[src/rtl/slc3_btn_pkg.sv]
// Shared types and default parameters for the SLC-3 push-button conditioner.
// Optional feature macro: BTN_AUTOREPEAT_EN (enables hold-to-repeat presses).
package slc3_btn_pkg;

    typedef enum logic [1:0] {
        RELEASED     = 2'd0,
        PRESS_PEND   = 2'd1,
        PRESSED      = 2'd2,
        RELEASE_PEND = 2'd3
    } btn_state_t;

    // 1 ms at 50 MHz
    localparam int DEF_DEBOUNCE_CYCLES = 50000;
    // 0.5 s to first repeat, then 10 repeats per second
    localparam int DEF_REPEAT_DELAY    = 25_000_000;
    localparam int DEF_REPEAT_PERIOD   = 5_000_000;

    // Short debounce window so simulations reach accepted presses quickly
    localparam int SIM_DEBOUNCE_CYCLES = 4;

endpackage

[src/rtl/btn_debounce_ch.sv]
// One push-button channel: 2-FF synchroniser, debounce FSM with stable-cycle
// counter, registered level and one-cycle press/release pulses.
// Optional feature macro: BTN_AUTOREPEAT_EN adds a hold counter that emits
// extra press pulses while the button stays down.
//
// state        | meaning
// -------------+-------------------------------------------------------
// RELEASED     | button up and accepted as up
// PRESS_PEND   | input went down, counting stable-low cycles
// PRESSED      | button down and accepted as down (level = 1)
// RELEASE_PEND | input went up, counting stable-high cycles (level = 1)
module btn_debounce_ch
    import slc3_btn_pkg::*;
#(
    parameter int DEBOUNCE_CYCLES = DEF_DEBOUNCE_CYCLES
`ifdef BTN_AUTOREPEAT_EN
    ,
    parameter int REPEAT_DELAY    = DEF_REPEAT_DELAY,
    parameter int REPEAT_PERIOD   = DEF_REPEAT_PERIOD
`endif
) (
    input  logic Clk,
    input  logic Reset_n,
    input  logic btn_n,
    output logic level,
    output logic press_pulse,
    output logic release_pulse
);

    localparam int CNT_W = $clog2(DEBOUNCE_CYCLES + 1);
    localparam logic [CNT_W-1:0] CNT_LAST = CNT_W'(DEBOUNCE_CYCLES - 1);

    logic             sync_q1;
    logic             sync_q2;
    logic             s;
    btn_state_t       state_q;
    btn_state_t       state_d;
    logic [CNT_W-1:0] cnt_q;
    logic [CNT_W-1:0] cnt_d;
    logic             press_d;
    logic             release_d;
    logic             press_any;

    assign s = sync_q2;

    // Two-stage synchroniser; resets to the released (high) KEY level
    always_ff @(posedge Clk or negedge Reset_n) begin
        if (!Reset_n) begin
            sync_q1 <= 1'b1;
            sync_q2 <= 1'b1;
        end else begin
            sync_q1 <= btn_n;
            sync_q2 <= sync_q1;
        end
    end

    // Debounce next-state: any bounce back to the accepted level restarts the count
    always_comb begin
        state_d   = state_q;
        cnt_d     = cnt_q;
        press_d   = 1'b0;
        release_d = 1'b0;
        case (state_q)
            RELEASED: begin
                if (!s) begin
                    state_d = PRESS_PEND;
                    cnt_d   = '0;
                end
            end
            PRESS_PEND: begin
                if (s) begin
                    state_d = RELEASED;
                    cnt_d   = '0;
                end else if (cnt_q == CNT_LAST) begin
                    state_d = PRESSED;
                    cnt_d   = '0;
                    press_d = 1'b1;
                end else begin
                    cnt_d = cnt_q + 1'b1;
                end
            end
            PRESSED: begin
                if (s) begin
                    state_d = RELEASE_PEND;
                    cnt_d   = '0;
                end
            end
            RELEASE_PEND: begin
                if (!s) begin
                    state_d = PRESSED;
                    cnt_d   = '0;
                end else if (cnt_q == CNT_LAST) begin
                    state_d   = RELEASED;
                    cnt_d     = '0;
                    release_d = 1'b1;
                end else begin
                    cnt_d = cnt_q + 1'b1;
                end
            end
            default: begin
                state_d = RELEASED;
                cnt_d   = '0;
            end
        endcase
    end

    // FSM state and debounce counter
    always_ff @(posedge Clk or negedge Reset_n) begin
        if (!Reset_n) begin
            state_q <= RELEASED;
            cnt_q   <= '0;
        end else begin
            state_q <= state_d;
            cnt_q   <= cnt_d;
        end
    end

`ifdef BTN_AUTOREPEAT_EN
    localparam int HOLD_MAX = (REPEAT_DELAY > REPEAT_PERIOD) ? REPEAT_DELAY : REPEAT_PERIOD;
    localparam int HOLD_W   = $clog2(HOLD_MAX + 1);
    localparam logic [HOLD_W-1:0] DELAY_LAST  = HOLD_W'(REPEAT_DELAY - 1);
    localparam logic [HOLD_W-1:0] PERIOD_LAST = HOLD_W'(REPEAT_PERIOD - 1);

    logic [HOLD_W-1:0] hold_q;
    logic              armed_q;
    logic              repeat_fire;

    // armed_q selects the repeat period once the first repeat has been issued
    assign repeat_fire = (state_q == PRESSED) && !s &&
                         (hold_q == (armed_q ? PERIOD_LAST : DELAY_LAST));

    // Hold counter only runs while steadily PRESSED; any other cycle rearms the delay
    always_ff @(posedge Clk or negedge Reset_n) begin
        if (!Reset_n) begin
            hold_q  <= '0;
            armed_q <= 1'b0;
        end else if (state_q != PRESSED || s) begin
            hold_q  <= '0;
            armed_q <= 1'b0;
        end else if (repeat_fire) begin
            hold_q  <= '0;
            armed_q <= 1'b1;
        end else begin
            hold_q <= hold_q + 1'b1;
        end
    end

    assign press_any = press_d | repeat_fire;
`else
    assign press_any = press_d;
`endif

    // Registered outputs; level follows the state being entered so it moves with the pulse
    always_ff @(posedge Clk or negedge Reset_n) begin
        if (!Reset_n) begin
            level         <= 1'b0;
            press_pulse   <= 1'b0;
            release_pulse <= 1'b0;
        end else begin
            level         <= (state_d == PRESSED) || (state_d == RELEASE_PEND);
            press_pulse   <= press_any;
            release_pulse <= release_d;
        end
    end

endmodule

[src/rtl/slc3_button_conditioner.sv]
// SLC-3 push-button front end: N_BTN independent debounced channels between
// the board KEYs (active-low, asynchronous) and the SLC-3 top.
// Optional feature macro: BTN_AUTOREPEAT_EN (hold-to-repeat press pulses,
// exposes REPEAT_DELAY / REPEAT_PERIOD parameters).
module slc3_button_conditioner
    import slc3_btn_pkg::*;
#(
    parameter int N_BTN           = 2,
    parameter int DEBOUNCE_CYCLES = DEF_DEBOUNCE_CYCLES
`ifdef BTN_AUTOREPEAT_EN
    ,
    parameter int REPEAT_DELAY    = DEF_REPEAT_DELAY,
    parameter int REPEAT_PERIOD   = DEF_REPEAT_PERIOD
`endif
) (
    input  logic             Clk,
    input  logic             Reset_n,
    input  logic [N_BTN-1:0] Btn_n,
    output logic [N_BTN-1:0] Btn_level,
    output logic [N_BTN-1:0] Btn_press,
    output logic [N_BTN-1:0] Btn_release
);

    for (genvar i = 0; i < N_BTN; i++) begin : g_ch
        btn_debounce_ch #(
            .DEBOUNCE_CYCLES (DEBOUNCE_CYCLES)
`ifdef BTN_AUTOREPEAT_EN
            ,
            .REPEAT_DELAY    (REPEAT_DELAY),
            .REPEAT_PERIOD   (REPEAT_PERIOD)
`endif
        ) u_ch (
            .Clk           (Clk),
            .Reset_n       (Reset_n),
            .btn_n         (Btn_n[i]),
            .level         (Btn_level[i]),
            .press_pulse   (Btn_press[i]),
            .release_pulse (Btn_release[i])
        );
    end

endmodule

[config.mk]
export PLATFORM = sky130hd
export DESIGN_NAME = slc3_button_conditioner
export DESIGN_NICKNAME = d
export VERILOG_FILES = /design/src/rtl/slc3_btn_pkg.sv /design/src/rtl/btn_debounce_ch.sv /design/src/rtl/slc3_button_conditioner.sv
export SDC_FILE = /design/constraint.sdc
export NUM_CORES = 1
export LEC_CHECK = 0
export ABC_CLOCK_PERIOD_IN_PS = 2950
export CAP_MARGIN = 30
export CORE_MARGIN = 2
export CORE_UTILIZATION = 40
export CTS_CLUSTER_SIZE = 24
export DETAILED_ROUTE_END_ITERATION = 7
export GPL_ROUTABILITY_DRIVEN = 0
export PLACE_DENSITY = 0.69
export SETUP_SLACK_MARGIN = 0.05
export SLEW_MARGIN = 10
export SYNTH_ARGS = -nofsm -noshare
export SYNTH_HDL_FRONTEND = slang
export SYNTH_SLANG_ARGS = --single-unit
[constraint.sdc]
create_clock -name Clk -period 2.95 [get_ports Clk]
set_input_delay 0.4425 -clock Clk [delete_from_list [all_inputs] [get_ports Clk]]
set_output_delay 0.4425 -clock Clk [all_outputs]
set_load 0.03 [all_outputs]
==> impl_metrics.csv <==
group,metric,value,unit
placed_design,port_buffers,9,
worst_setup_path,r2r_start,"g_ch[1].u_ch.s$_DFF_PN1_",
yosys,synthAdderAreaFrac,1.08,%
yosys,synth_area,0.00233,sq mm
floorplanning,initial_core_util,41.8,%
grt,grt_pass1_wl,8070,um
yosys,avgSynthCellArea,9.58,sq um
timing,fin_hold_ws,0.0218,ns
yosys,yosys.area_share.simple,24.8,%
power_and_ir_drop,p_per_area,434,mW/mm^2
run,maxCapViolations,0,
routing,dr.pass1.iters,4,
run_status,status,"finished, final reports clean",
grt,gr-total-overflow,0,
cells_and_area,diodes,0,
grt,grt_usage,15.7,%
clock_network,ctsHoldBuffers,0,
clock_network,cts_tree,"yes",
clock_network,clockRootBuffer,"clkbuf_8",
worst_setup_path,cp.required,3.16,ns
routing,detail_route.vias_per_cell,5.78,
grt,grt_max_degree,36,
yosys,synth.distinct_cells,41,
clock_network,htree_levels,2,
min_path,hold_class,"input port to asynchronous set/reset pin",
yosys,synth_top_area_share,45.2,%
worst_setup_path,worst_path_largest_cell_delay,0.65,ns
timing,fin_crit_sh,74.6,%
routing,drt-initial-drc-count,112,
floorplanning,die_area,0.00644,sq mm
clock_network,post_cts_resized,0,
worst_setup_path,r2r_end,"g_ch[1].u_ch.cnt_q[12]$_DFFE_PN0P_",
routing,wire_per_inst,14.2,um
worst_setup_path,cp-start-kind,"register",
timing,setup_viol,0,
timing,hold_violations,0,
placed_design,placed_cells_incl_taps,311,
yosys,synthTopCellsByArea,"dfrtp_1 (45%), dfstp_2 (4.5%), a31oi_1 (4.0%)",
worst_setup_path,ff2ff_path_depth,5,
floorplanning,die_h,80.3,um
routing,vias,1839,
worst_setup_path,worstSetupEndpointType,"register",
placed_design,dp_hpwl,3120,um
yosys,netlist_instances,243,
yosys,syn_nets,249,
power_and_ir_drop,p_clk_share,34.8,%
clock_network,clock_sinks,46,
timing,final-max-slew-violation-count,0,
cells_and_area,areaGrowthSynthToFinish,8.71,%
yosys,yosysTopAreaCell,"dfrtp_1",
clock_network,path_clk_slew,0.09,ns
clock_network,clkLatencyLatePin,0.30,ns
yosys,ys_warn_count,0,
yosys,synth_top_family_by_area,"simple AND/OR/NAND/NOR gates",
worst_setup_path,crit_type,"register to register",
yosys,synth_compound_area_share,16.0,%
timing,finalCriticalPeriod,2.20,ns
timing,skew,0.0118,ns
yosys,synth_seq_cells,46,
floorplanning,design.core.area,0.00557,sq mm
grt,grt_antenna_before_repair,0,
clock_network,cts_inserted_buffers,5,
clock_network,postCtsSetupBuffers,0,
timing,tightest_slew,0.778,ns
timing,tns,0,ns
power_and_ir_drop,seqPwrFrac,59.2,%
timing,fmax,454,MHz
routing,drt-total-wl,4510,um
worst_setup_path,path_cells,"xnor2_1 > nand2_1 > nor2_2 > nand2_1 > o31ai_1",
cells_and_area,drive_gt1_share,9.35,%
clock_network,clk_path_buf_depth,2,
power_and_ir_drop,p_sw,0.246,mW
cells_and_area,fillers,555,
floorplanning,row_count,27,
power_and_ir_drop,switching_share,22.4,%
timing,rsz0062_at_grt,"no",
timing,slew_headroom,48.1,%
yosys,synth.area.mux_share,2.69,%
floorplanning,fp.dieW,80.3,um
power_and_ir_drop,peakVddDrop,0.187,mV
worst_setup_path,path_max_fanout,21,
cells_and_area,stdcell_count,318,
grt,grt_pass1_vias,1717,
floorplanning,io_pins,10,
power_and_ir_drop,pwr-share-comb,6.0,%
power_and_ir_drop,p_leak,1.04,nW
routing,drc,0,
worst_setup_path,crit_top_cell,"nand2_1",
routing,postRouteAntennaNets,0,
yosys,synth_seq_area_share,49.7,%
power_and_ir_drop,p_int,0.851,mW
yosys,synth_xor_xnor_area_share,1.13,%
cells_and_area,fin_nets,252,
worst_setup_path,arrival,2.41,ns
worst_setup_path,rrSetupSlack,0.75,ns
worst_setup_path,cpMaxStageDelayCell,"nor2_2",
-- cell families after synthesis --
group | Yosys count
simple gates | 106
compound gates | 60
flops | 46
buf+inv | 20
mux | 6
xor+xnor | 3
fa+ha+maj | 2
-- stage by stage --
stage | utilization (%) | worst slack (ns) | total power [mW] | area (sq um)
after floorplan | - | 1.09 | 0.700 | 2330
after global placement | 43.5 | 0.810 | 0.725 | 2420
after detailed placement | 43.8 | 0.761 | 0.730 | 2440
after CTS | 45.4 | 0.755 | 1.12 | 2530
after global routing | 45.4 | 0.543 | 1.16 | 2530
final | 45.4 | 0.750 | 1.10 | 2530
-- layout make-up --
cell class	count	area, sq um	area share (%)
clock buffer	7	86.3	3.41
inverter	4	15.0	0.593
multi-input combinational	177	1060	42.0
sequential	46	1160	45.7
tap	72	90.1	3.56
timing repair buffer	12	120	4.75
-- worst max-delay path by stage --
stage                                                  from                            endpoint  slack, ns  cells after the start
after floorplan           g_ch[1].u_ch.cnt_q[4]$_DFFE_PN0P_   g_ch[1].u_ch.cnt_q[0]$_DFFE_PN0P_       1.09                      5
after global placement             g_ch[1].u_ch.s$_DFF_PN1_  g_ch[1].u_ch.cnt_q[12]$_DFFE_PN0P_       0.81                      5
after detailed placement           g_ch[1].u_ch.s$_DFF_PN1_  g_ch[1].u_ch.cnt_q[12]$_DFFE_PN0P_       0.76                      5
after CTS                          g_ch[1].u_ch.s$_DFF_PN1_  g_ch[1].u_ch.cnt_q[12]$_DFFE_PN0P_       0.76                      5
after global routing               g_ch[1].u_ch.s$_DFF_PN1_  g_ch[1].u_ch.cnt_q[12]$_DFFE_PN0P_       0.54                      5
final                              g_ch[1].u_ch.s$_DFF_PN1_  g_ch[1].u_ch.cnt_q[12]$_DFFE_PN0P_       0.75                      5
-- synth_stat cells --
cell,instances
buf_4,6
a41oi_1,2
nor4b_1,1
clkbuf_1,5
a21o_1,3
or4bb_1,1
nand3b_1,3
dfstp_2,4
nand4_1,11
o211ai_1,1
nand2_1,25
and2_1,2
nor2_2,1
mux2_2,2
nor3_1,3
o31ai_1,1
a32o_1,1
and4_1,3
ha_1,2
o41ai_1,1
mux2i_1,4
dfrtp_1,42
xnor2_1,3
a21oi_1,15
a22o_1,6
and3_1,7
or2_2,4
o22ai_1,1
nor4_1,3
nor2_1,18
buf_2,3
nand3_1,17
a31oi_1,15
or3_1,3
inv_1,4
nor4_4,1
buf_6,1
or4_4,1
buf_1,1
o21ai_0,14
nor4bb_1,2
-- registers in the layout, indices dropped and copies added, names as in the netlist --
name                     cells
g_ch.u_ch.cnt_q             32
g_ch.u_ch.level              2
g_ch.u_ch.press_pulse        2
g_ch.u_ch.release_pulse      2
g_ch.u_ch.s                  2
g_ch.u_ch.state_q            4
g_ch.u_ch.sync_q1            2
-- routing by layer --
metal	GRT usage [%]	routed length, um	vias to the layer above
li1	-	-	904
met1	23.6	2220	889
met2	22.5	2030	39
met3	3.71	219	7
met4	4.24	38	0
met5	0	0	-
-- worst max-delay path, delay by kind of cell (launching register included) --
kind / cells / cell delay (ns)
compound gates: 1 / 0.26
xor+xnor: 1 / 0.22
flops: 1 / 0.57
simple gates: 3 / 1.06
-- cell usage in the layout (no fill, tap or decap), drive strengths merged, types with 2 or more instances in the layout --
master         synthesis  final
nor4                   4      4
nand4                 11     11
or2                    4      4
dfrtp                 42     42
and2                   2      2
a21oi                 15     15
nand2                 25     25
mux2i                  4      4
a21o                   3      3
dfstp                  4      4
and3                   7      7
a31oi                 15     15
buf                   11      4
mux2                   2      2
and4                   3      3
nor4bb                 2      2
nor2                  19     19
nand3                 17     17
xnor2                  3      3
ha                     2      2
clkdlybuf4s50          0      8
nand3b                 3      3
clkbuf                 5      7
or3                    3      3
inv                    4      4
nor3                   3      3
o21ai                 14     14
a41oi                  2      2
a22o                   6      6
-- power by group through the flow --
stage	Clock (mW)	Sequential [mW]	Combinational, mW
2_1_floorplan	0	0.661	0.0398
3_3_place_gp	0	0.662	0.0629
3_5_place_dp	0	0.662	0.0674
4_1_cts	0.399	0.650	0.0674
5_1_grt	0.429	0.652	0.0754
6_report	0.381	0.650	0.0659
No activity file was read; power rests on OpenSTA's default activity.
